## src/rtl/mem_ctrl_pkg.sv

```systemverilog
// mem_ctrl_pkg: opcodes, funct3 codes, FSM states and access sizing shared by the memory controller
package mem_ctrl_pkg;
  localparam logic [6:0] LD_TYPE = 7'b0000011;
  localparam logic [6:0] S_TYPE = 7'b0100011;
  localparam logic [2:0] F3_B = 3'b000;
  localparam logic [2:0] F3_H = 3'b001;
  localparam logic [2:0] F3_W = 3'b010;
  localparam logic [2:0] F3_BU = 3'b100;
  localparam logic [2:0] F3_HU = 3'b101;
  localparam logic [31:0] IO_BASE_DEF = 32'h0003_0000;
  localparam int FETCH_BYTES_DEF = 4;
  typedef enum logic [2:0] {IDLE, LOAD, STORE, FETCH, DONE} state_t;
  function automatic logic [2:0] width_of(input logic [2:0] op);
    return op[1:0] == 2'b00 ? 3'd1 : op[1:0] == 2'b01 ? 3'd2 : 3'd4;
  endfunction
endpackage

```

## src/rtl/mem_load_extend.sv

```systemverilog
// mem_load_extend: sign/zero-extends an assembled load word according to funct3
module mem_load_extend
  import mem_ctrl_pkg::*;
(
  input  logic [2:0]  op,
  input  logic [31:0] raw,
  output logic [31:0] data
);
  assign data = op == F3_B  ? {{24{raw[7]}}, raw[7:0]} :
                op == F3_H  ? {{16{raw[15]}}, raw[15:0]} :
                op == F3_BU ? {24'd0, raw[7:0]} :
                op == F3_HU ? {16'd0, raw[15:0]} : raw;
endmodule

```

## src/rtl/mem_ctrl.sv

```systemverilog
// mem_ctrl: serialises one LSB load/store or one instruction fetch onto the byte-wide RAM/IO bus
module mem_ctrl
  import mem_ctrl_pkg::*;
#(
  parameter logic [31:0] IO_BASE = IO_BASE_DEF,
  parameter int FETCH_BYTES = FETCH_BYTES_DEF
) (
  input  logic        clk,
  input  logic        rst,
  input  logic        rdy,
  input  logic        rob_clear,
  input  logic        io_buffer_full,
  input  logic [7:0]  mem_din,
  output logic [7:0]  mem_dout,
  output logic [31:0] mem_a,
  output logic        mem_wr,
  input  logic        in_lsb_ready,
  input  logic [2:0]  op_out,
  input  logic [6:0]  instr_type_out,
  input  logic [31:0] data_addr_out,
  input  logic [31:0] data_out,
  output logic        welcome_lsb,
  output logic        cache_ready,
  output logic [6:0]  cache_instr_type,
  output logic [31:0] cache_data_out,
  input  logic        if_req,
  input  logic [31:0] if_addr,
  output logic        if_ready,
  output logic [31:0] if_data
);
  state_t state;
  logic [2:0] byte_cnt, n, op;
  logic [6:0] itype;
  logic [31:0] addr, data, raw, ext;
  logic [23:0] word;
  logic io, squash, cr_q, ir_q;
  assign welcome_lsb = state == IDLE && !rob_clear;
  assign cache_ready = cr_q && !rob_clear;
  assign if_ready = ir_q && !rob_clear;
  // bytes arrive LSB-first into the top of the shifter; right-align for short accesses
  assign raw = {mem_din, word} >> {3'd4 - n, 3'b000};
  mem_load_extend u_ext (.op(op), .raw(raw), .data(ext));
  always_ff @(posedge clk or posedge rst) begin
    if (rst) begin
      state <= IDLE;
      mem_a <= '0;
      mem_dout <= '0;
      mem_wr <= 1'b0;
      cr_q <= 1'b0;
      ir_q <= 1'b0;
      cache_instr_type <= '0;
      cache_data_out <= '0;
      if_data <= '0;
      byte_cnt <= '0;
      n <= '0;
      op <= '0;
      itype <= '0;
      addr <= '0;
      data <= '0;
      word <= '0;
      io <= 1'b0;
      squash <= 1'b0;
    end else if (rdy) begin
      cr_q <= 1'b0;
      ir_q <= 1'b0;
      mem_wr <= 1'b0;
      mem_a <= '0;
      mem_dout <= '0;
      case (state)
        IDLE: if (!rob_clear && (in_lsb_ready || if_req)) begin
          byte_cnt <= '0;
          word <= '0;
          squash <= 1'b0;
          if (in_lsb_ready) begin
            op <= op_out;
            itype <= instr_type_out;
            addr <= data_addr_out;
            data <= data_out;
            n <= width_of(op_out);
            io <= data_addr_out >= IO_BASE;
            if (instr_type_out == S_TYPE) begin
              state <= STORE;
              if (!(data_addr_out >= IO_BASE && io_buffer_full)) begin
                mem_wr <= 1'b1;
                mem_a <= data_addr_out;
                mem_dout <= data_out[7:0];
                byte_cnt <= 3'd1;
              end
            end else begin
              state <= LOAD;
              mem_a <= data_addr_out;
            end
          end else begin
            state <= FETCH;
            addr <= if_addr;
            n <= 3'(FETCH_BYTES);
            mem_a <= if_addr;
          end
        end
        LOAD, FETCH: if (rob_clear) state <= IDLE;
        else begin
          if (byte_cnt + 3'd1 < n) mem_a <= addr + 32'(byte_cnt) + 32'd1;
          if (byte_cnt != 3'd0) word <= {mem_din, word[23:8]};
          byte_cnt <= byte_cnt + 3'd1;
          if (byte_cnt == n) begin
            state <= DONE;
            if (state == LOAD) begin
              cr_q <= 1'b1;
              cache_instr_type <= itype;
              cache_data_out <= ext;
            end else begin
              ir_q <= 1'b1;
              if_data <= raw;
            end
          end
        end
        STORE: begin
          if (rob_clear) squash <= 1'b1;
          // a flushed store still finishes writing; only its completion pulse is dropped
          if (byte_cnt == n) begin
            state <= (squash || rob_clear) ? IDLE : DONE;
            cr_q <= !(squash || rob_clear);
            cache_instr_type <= (squash || rob_clear) ? cache_instr_type : itype;
            cache_data_out <= (squash || rob_clear) ? cache_data_out : '0;
          end else if (!(io && io_buffer_full)) begin
            mem_wr <= 1'b1;
            mem_a <= addr + 32'(byte_cnt);
            mem_dout <= 8'(data >> {byte_cnt, 3'b000});
            byte_cnt <= byte_cnt + 3'd1;
          end
        end
        DONE: state <= IDLE;
        default: state <= IDLE;
      endcase
    end
  end
endmodule

```

## config.mk

```make
export PLATFORM = sky130hd
export DESIGN_NAME = mem_ctrl
export DESIGN_NICKNAME = d
export VERILOG_FILES = /design/src/rtl/mem_ctrl_pkg.sv /design/src/rtl/mem_load_extend.sv /design/src/rtl/mem_ctrl.sv
export SDC_FILE = /design/constraint.sdc
export NUM_CORES = 1
export LEC_CHECK = 0
export BUFFER_PORTS_ARGS = -buffer_cell sky130_fd_sc_hd__buf_2
export CORE_MARGIN = 2
export CORE_UTILIZATION = 40
export CTS_CLUSTER_SIZE = 12
export DETAILED_ROUTE_END_ITERATION = 7
export PLACE_DENSITY = 0.59
export SETUP_SLACK_MARGIN = 0.2
export SLEW_MARGIN = 40
export SYNTH_ARGS = -nofsm -noshare
export SYNTH_HDL_FRONTEND = slang
export SYNTH_HIERARCHICAL = 1
export SYNTH_SLANG_ARGS = --single-unit
```

## constraint.sdc

```tcl
create_clock -name clk -period 6.75 [get_ports clk]
set_clock_uncertainty 0.15 [all_clocks]
set_input_delay 0.675 -clock clk [delete_from_list [all_inputs] [get_ports clk]]
set_output_delay 0.675 -clock clk [all_outputs]
set_load 0.005 [all_outputs]
```

After elaboration in Yosys (flattened, before gate mapping)
Cells that the tools add are included.

cells by class
  add/subtract/negate cells = 4
  $lt $le $gt $ge = 2
  equality and inequality tests = 20
  shift-type cells = 2
  muxes and demuxes = 75
  bitwise gates (word level) = 2
  reductions and logical operators = 27

operators with widths
  kind                                                                      number
  32-bit 2-to-1 mux                                                         18
  32-bit case mux with 3 select lines                                       1
  24-bit 2-to-1 mux                                                         3
  32-bit case mux with 2 select lines                                       1
  8-bit 2-to-1 mux                                                          6
  24-bit case mux with 2 select lines                                       1
  3-bit 2-to-1 mux                                                          13
  7-bit 2-to-1 mux                                                          5
  32-bit by 1-bit adder with 32-bit output (second input constant)          1
  32-bit by 3-bit adder with 32-bit output                                  1
  32-bit by 18-bit >= comparator with 1-bit output (second input constant)  1
  32-bit by 6-bit right shift with 32-bit output                            1
  32-bit by 6-bit right shift with 8-bit output                             1
  1-bit 2-to-1 mux                                                          19
  2-bit != test (second input constant)                                     9
  3-bit case mux with 3 select lines                                        2
  8-bit case mux with 2 select lines                                        1
  7-bit case mux with 2 select lines                                        1
  4-bit AND reduction                                                       3
  5-bit AND reduction                                                       2
  7-bit by 6-bit == test with 1-bit output (second input constant)          1
  7-bit AND reduction                                                       1
  3-bit by 1-bit == test with 1-bit output (second input constant)          2
  3-bit by 2-bit == test with 1-bit output (second input constant)          2
  21 further kinds                                                          36

storage, ports and cells
  flip-flop bits (word level) = 223
  bits of input ports = 121
  output and inout port bits = 115
  logic and storage cells = 150

Longest topological paths before layout
  depth in word-level cells = 10
  depth in mapped cells = 14
  depth with buffers taken out = 11

Modules after synthesis
Netlist, hierarchy kept.

by module, submodules not included
  module           instances  cells each  area each (um2)  seq. area each (um2)
  mem_ctrl         1          1,338       12,359.4         5,580.4
  mem_load_extend  1          67          364.1            0.0

Least setup slack after synthesis
Ideal clock, no wire load.

  path type = register to register
  start = register byte_cnt[1]
  end = register mem_a[29]
  setup time = 0.131 ns
  arrival = 3.361 ns
  required time = 6.469 ns
  slack = 3.108 ns
  cell stages (with the launch flop) = 13
  path buffers = 2
  period minus slack after synthesis = 3.642 ns
  cells stage by stage = dfrtp_1 > clkbuf_1 > inv_1 > fa_1 > nor2b_1 > buf_2 > o2111ai_4 > nor4_1 > xor2_1 > nand2b_4 > nor4_4 > a21boi_1 > or3_1

on the way
  cells in the longest elaborated chain, start to end = 5
  elaborated cells on any way between the ends = 10
  those cells by class = add/sub: 3; order compare: 1; eq/ne: 1; mux: 5

ends and longest elaborated chain
  item                                                                                                line                              text
  start: declaration                                                                                  mem_ctrl.sv:32                    logic [2:0] byte_cnt, n, op;
  start signal: assignment                                                                            mem_ctrl.sv:104                   byte_cnt <= byte_cnt + 3'd1;
  start signal: assignment                                                                            mem_ctrl.sv:129                   byte_cnt <= byte_cnt + 3'd1;
  32-bit by 3-bit adder with 32-bit output or 3-bit by 1-bit adder with 3-bit output (tied branches)  mem_ctrl.sv:102, mem_ctrl.sv:127
  32-bit by 1-bit adder with 32-bit output or 3-bit less-than comparator (tied branches)              mem_ctrl.sv:102                   if (byte_cnt + 3'd1 < n) mem_a <= addr + 32'(byte_cnt) + 32'd1;
  32-bit 2-to-1 mux                                                                                   mem_ctrl.sv:102
  32-bit 2-to-1 mux                                                                                   mem_ctrl.sv:100                   LOAD, FETCH: if (rob_clear) state <= IDLE;
  32-bit case mux with 3 select lines (*)                                                             mem_ctrl.sv:69                    case (state)
  end signal: assignment                                                                              mem_ctrl.sv:85                    mem_a <= data_addr_out;
  end signal: assignment                                                                              mem_ctrl.sv:97                    mem_a <= if_addr;
  end signal: assignment                                                                              mem_ctrl.sv:102
  end: declaration                                                                                    mem_ctrl.sv:15                    output logic [31:0] mem_a,

Mark *: on every way between the ends. The rest lies on a longest branch, timed or not.
A chain may end at the register's enable or synchronous reset.

Final worst setup path
  start = register byte_cnt[0]
  end = register mem_a[29]

The elaborated chain is that of the path after synthesis.

==> metrics.txt <==
number of antenna diodes=0; 1st-iter DRT viols=784; final instance area=15000 sq um; register area share after synthesis=43.9%; Max Slew Vio Count=0; r2r setup slk=2030 ps; Leakage Power=7.09 nW; Skew-Pair Late Insertion Delay=540 ps; pwr/cell area=441 nW/um^2; worst path arrival time=4980 ps; DRT antenna net count=0; cell accounting for the most synthesized area=dfrtp_1; first-pass GRT wire length=60500 um; synthesized cell area=12700 sq um; Util after Layout=47.6%; P&R area growth vs syn=17.8%; io pins=236; worst flop-to-flop path startpoint=byte_cnt[0]; count of final setup violators=0; CTS H-tree depth=1; vias=11134; largest family of logic cells by synthesized area=simple AND/OR/NAND/NOR gates; Non-Filler Instances=1995; Starting Density=40.4%; Final GP Congestion=0.904; overall power=6.61 mW; Primary FF master, synth=dfrtp_1; status=completed; Hold Path End=data[19]; Post-Synth XOR/XNOR Area=3.03%; Max-cap violations=0; total CTS buffers=27; Worst EP required=7010 ps; pre-CTS WS=2110 ps; Final WS setup=2030 ps; CTS tree=yes; routed len/inst=19.2 um; Avg Cell Area, Syn=9.06 sq um; Tmin final=4720 ps; initial antenna violation count=1; post-route clock period utilization=70.0%; Post-synth ARST share=100%; dpl hpwl=26800 um; #FFs+latches synth=223; Synth top area share=43.9%; Post-Place Cells=1947; Row Count=65; simple logic cell fraction of the synthesized area=20.0%; count of unique library cells instantiated by Yosys=83; main area contributors after synthesis=dfrtp_1, mux2_2, nand2_1; CORE AREA=31500 sq um; Die Wd=182 um; largest net degree at the start of global routing=141; RR Endpoint=mem_a[29]; Min-Delay Path Depth=2; hold buffers post-CTS=1; Final nets=1708; Setup Buffers After CTS=0; # clock sinks=223; cells after synthesis=1405; Routed Wire Length=38300 um; Startpoint Class=register; RSZ-0062 raised after global routing=false; Compound-Gate Fraction of Synth Area=16.2%; Hold WS=229 ps; Die H=182 um; critical path class=register to register; slew at the pin with the worst max-slew slack=813 ps; clock buffer depth=3; Max IR drop VDD=0.000204 V; multiplexer area fraction after synthesis=10.4%; Overall Global Routing Usage=22.7%; R2R cell count=11; root buf cell=clkbuf_16; Cell Area, Placed=14100 sq um; syn_nets=1537; DRC errors left=0; Post-CTS Resized=0; Post-Synth Adder-Cell Area=1.14%; Initial DRT Pass Iterations=5; type of the most critical hold path=input port to register; yosys warns=6; Setup TNS=0 ps; Hold Vio Cnt, Final=0; Hold Startpoint=data_out[19]; top achievable clock speed=0.212 GHz; number of port buffers=235; number of synthesized flops with an enable pin=0; FILL cells=3051; vias in the first global route=10663; vias per inst=5.58; Congestion Overflow GR=0; endpoint type of the worst setup path=register; Worst-path clk slew=60 ps; Die Area=33300 sq um; layout cells sized above 1=25.9%; peak fanout along the critical path=12; Max-Slew Margin vs Limit=45.8%
==> worst max path at each step <==
stage	slack [ps]	depth (start not counted)	start	end
3_3_place_gp	2200	11	byte_cnt[0]	mem_a[29]
3_5_place_dp	2110	11	byte_cnt[0]	mem_a[29]
2_1_floorplan	3010	1	rst	addr[0]
4_1_cts	2070	11	byte_cnt[0]	mem_a[29]
6_report	2030	11	byte_cnt[0]	mem_a[29]
5_1_grt	1750	11	byte_cnt[0]	mem_a[29]
==> layer usage <==
| metal | routed length (um) | vias to the layer above | track usage, % |
|---|---|---|---|
| met3 | 1870 | 46 | 3.49 |
| met2 | 17800 | 290 | 37.0 |
| met1 | 17900 | 5503 | 32.3 |
| met5 | 13 | - | 0 |
| met4 | 731 | 2 | 4.74 |
| li1 | - | 5293 | - |
==> power by group <==
group	total (mW)	internal, mW	switching, mW
combinational	2.86	1.13	1.73
sequential	2.32	1.83	0.496
clock	1.43	0.862	0.571
==> flip-flops by register name, summed over array words and instances (netlist names), 3 cells and up <==
register and count:
op 3, cache_data_out 32, n 3, cache_instr_type 7, itype 7, data 32
word 24, mem_a 32, state 3, addr 32, if_data 32, byte_cnt 3
mem_dout 8
==> synth_stat cells, drive strengths merged, types with 20 or more instances <==
cell type and n:
dfrtp 223, nand2 213, a21oi 104, nor2 97
nand3 84, clkbuf 83, mux2 76, o21ai 66
inv 42, nor2b 34, buf 29, o22ai 29
mux2i 28, a31oi 25, a211oi 24, xnor2 24
xor2 20
==> cells in the final DEF (no fill, tap or decap), drive strengths merged, types with 4 or more instances in the layout <==
master   Yosys  routed
nand4       13      13
o211ai       5       5
o221ai       5       5
buf         29     253
nor3        19      19
and2        16      16
mux2        76      76
nor3b        4       4
or2          4       4
a22oi       11      11
a21o        13      13
nor2        97      97
a21oi      104     104
nand2b       8       8
a211oi      24      24
o2111ai      4       4
xor2        20      20
xnor2       24      24
mux2i       28      28
a31oi       25      25
a211o        5       5
clkbuf      83      40
o22ai       29      29
nand3       84      84
o21a         4       4
or3          8       8
o21ai       66      66
and3         9       9
dfrtp      223     223
inv         42      41
clkinv       1       6
nand2      213     213
ha          10      10
nor2b       34      34
nor4         9       9
o21bai       4       4
mux4         8       8
==> critical path, stage by stage, from the launching register on <==
cell and delay, ps:
dfrtp_1 770, ha_1 320, inv_1 70, fa_1 410, nor2b_1 600, or3_1 190
nand4_1 180, a221oi_2 540, nand4_1 300, nor4_4 570, a21boi_1 120, or3_1 360
==> kinds of logic (layout without fill, tap and decap cells) <==
| family | Yosys count | after routing |
|---|---|---|
| flops | 223 | 223 |
| mux | 112 | 112 |
| xor+xnor | 44 | 44 |
| fa+ha+maj | 11 | 11 |
| compound gates | 326 | 326 |
| buf+inv | 155 | 343 |
| simple gates | 534 | 534 |
==> cell type report <==
class / count / area (sq um) / area share [%]
clock inverter: 6 / 55.1 / 0.367
tap: 402 / 503 / 3.36
inverter: 43 / 165 / 1.10
multi-input combinational: 1027 / 6520 / 43.5
timing repair buffer: 254 / 1360 / 9.06
clock buffer: 40 / 815 / 5.43
sequential: 223 / 5580 / 37.2
(Power assumes the default switching activity.)
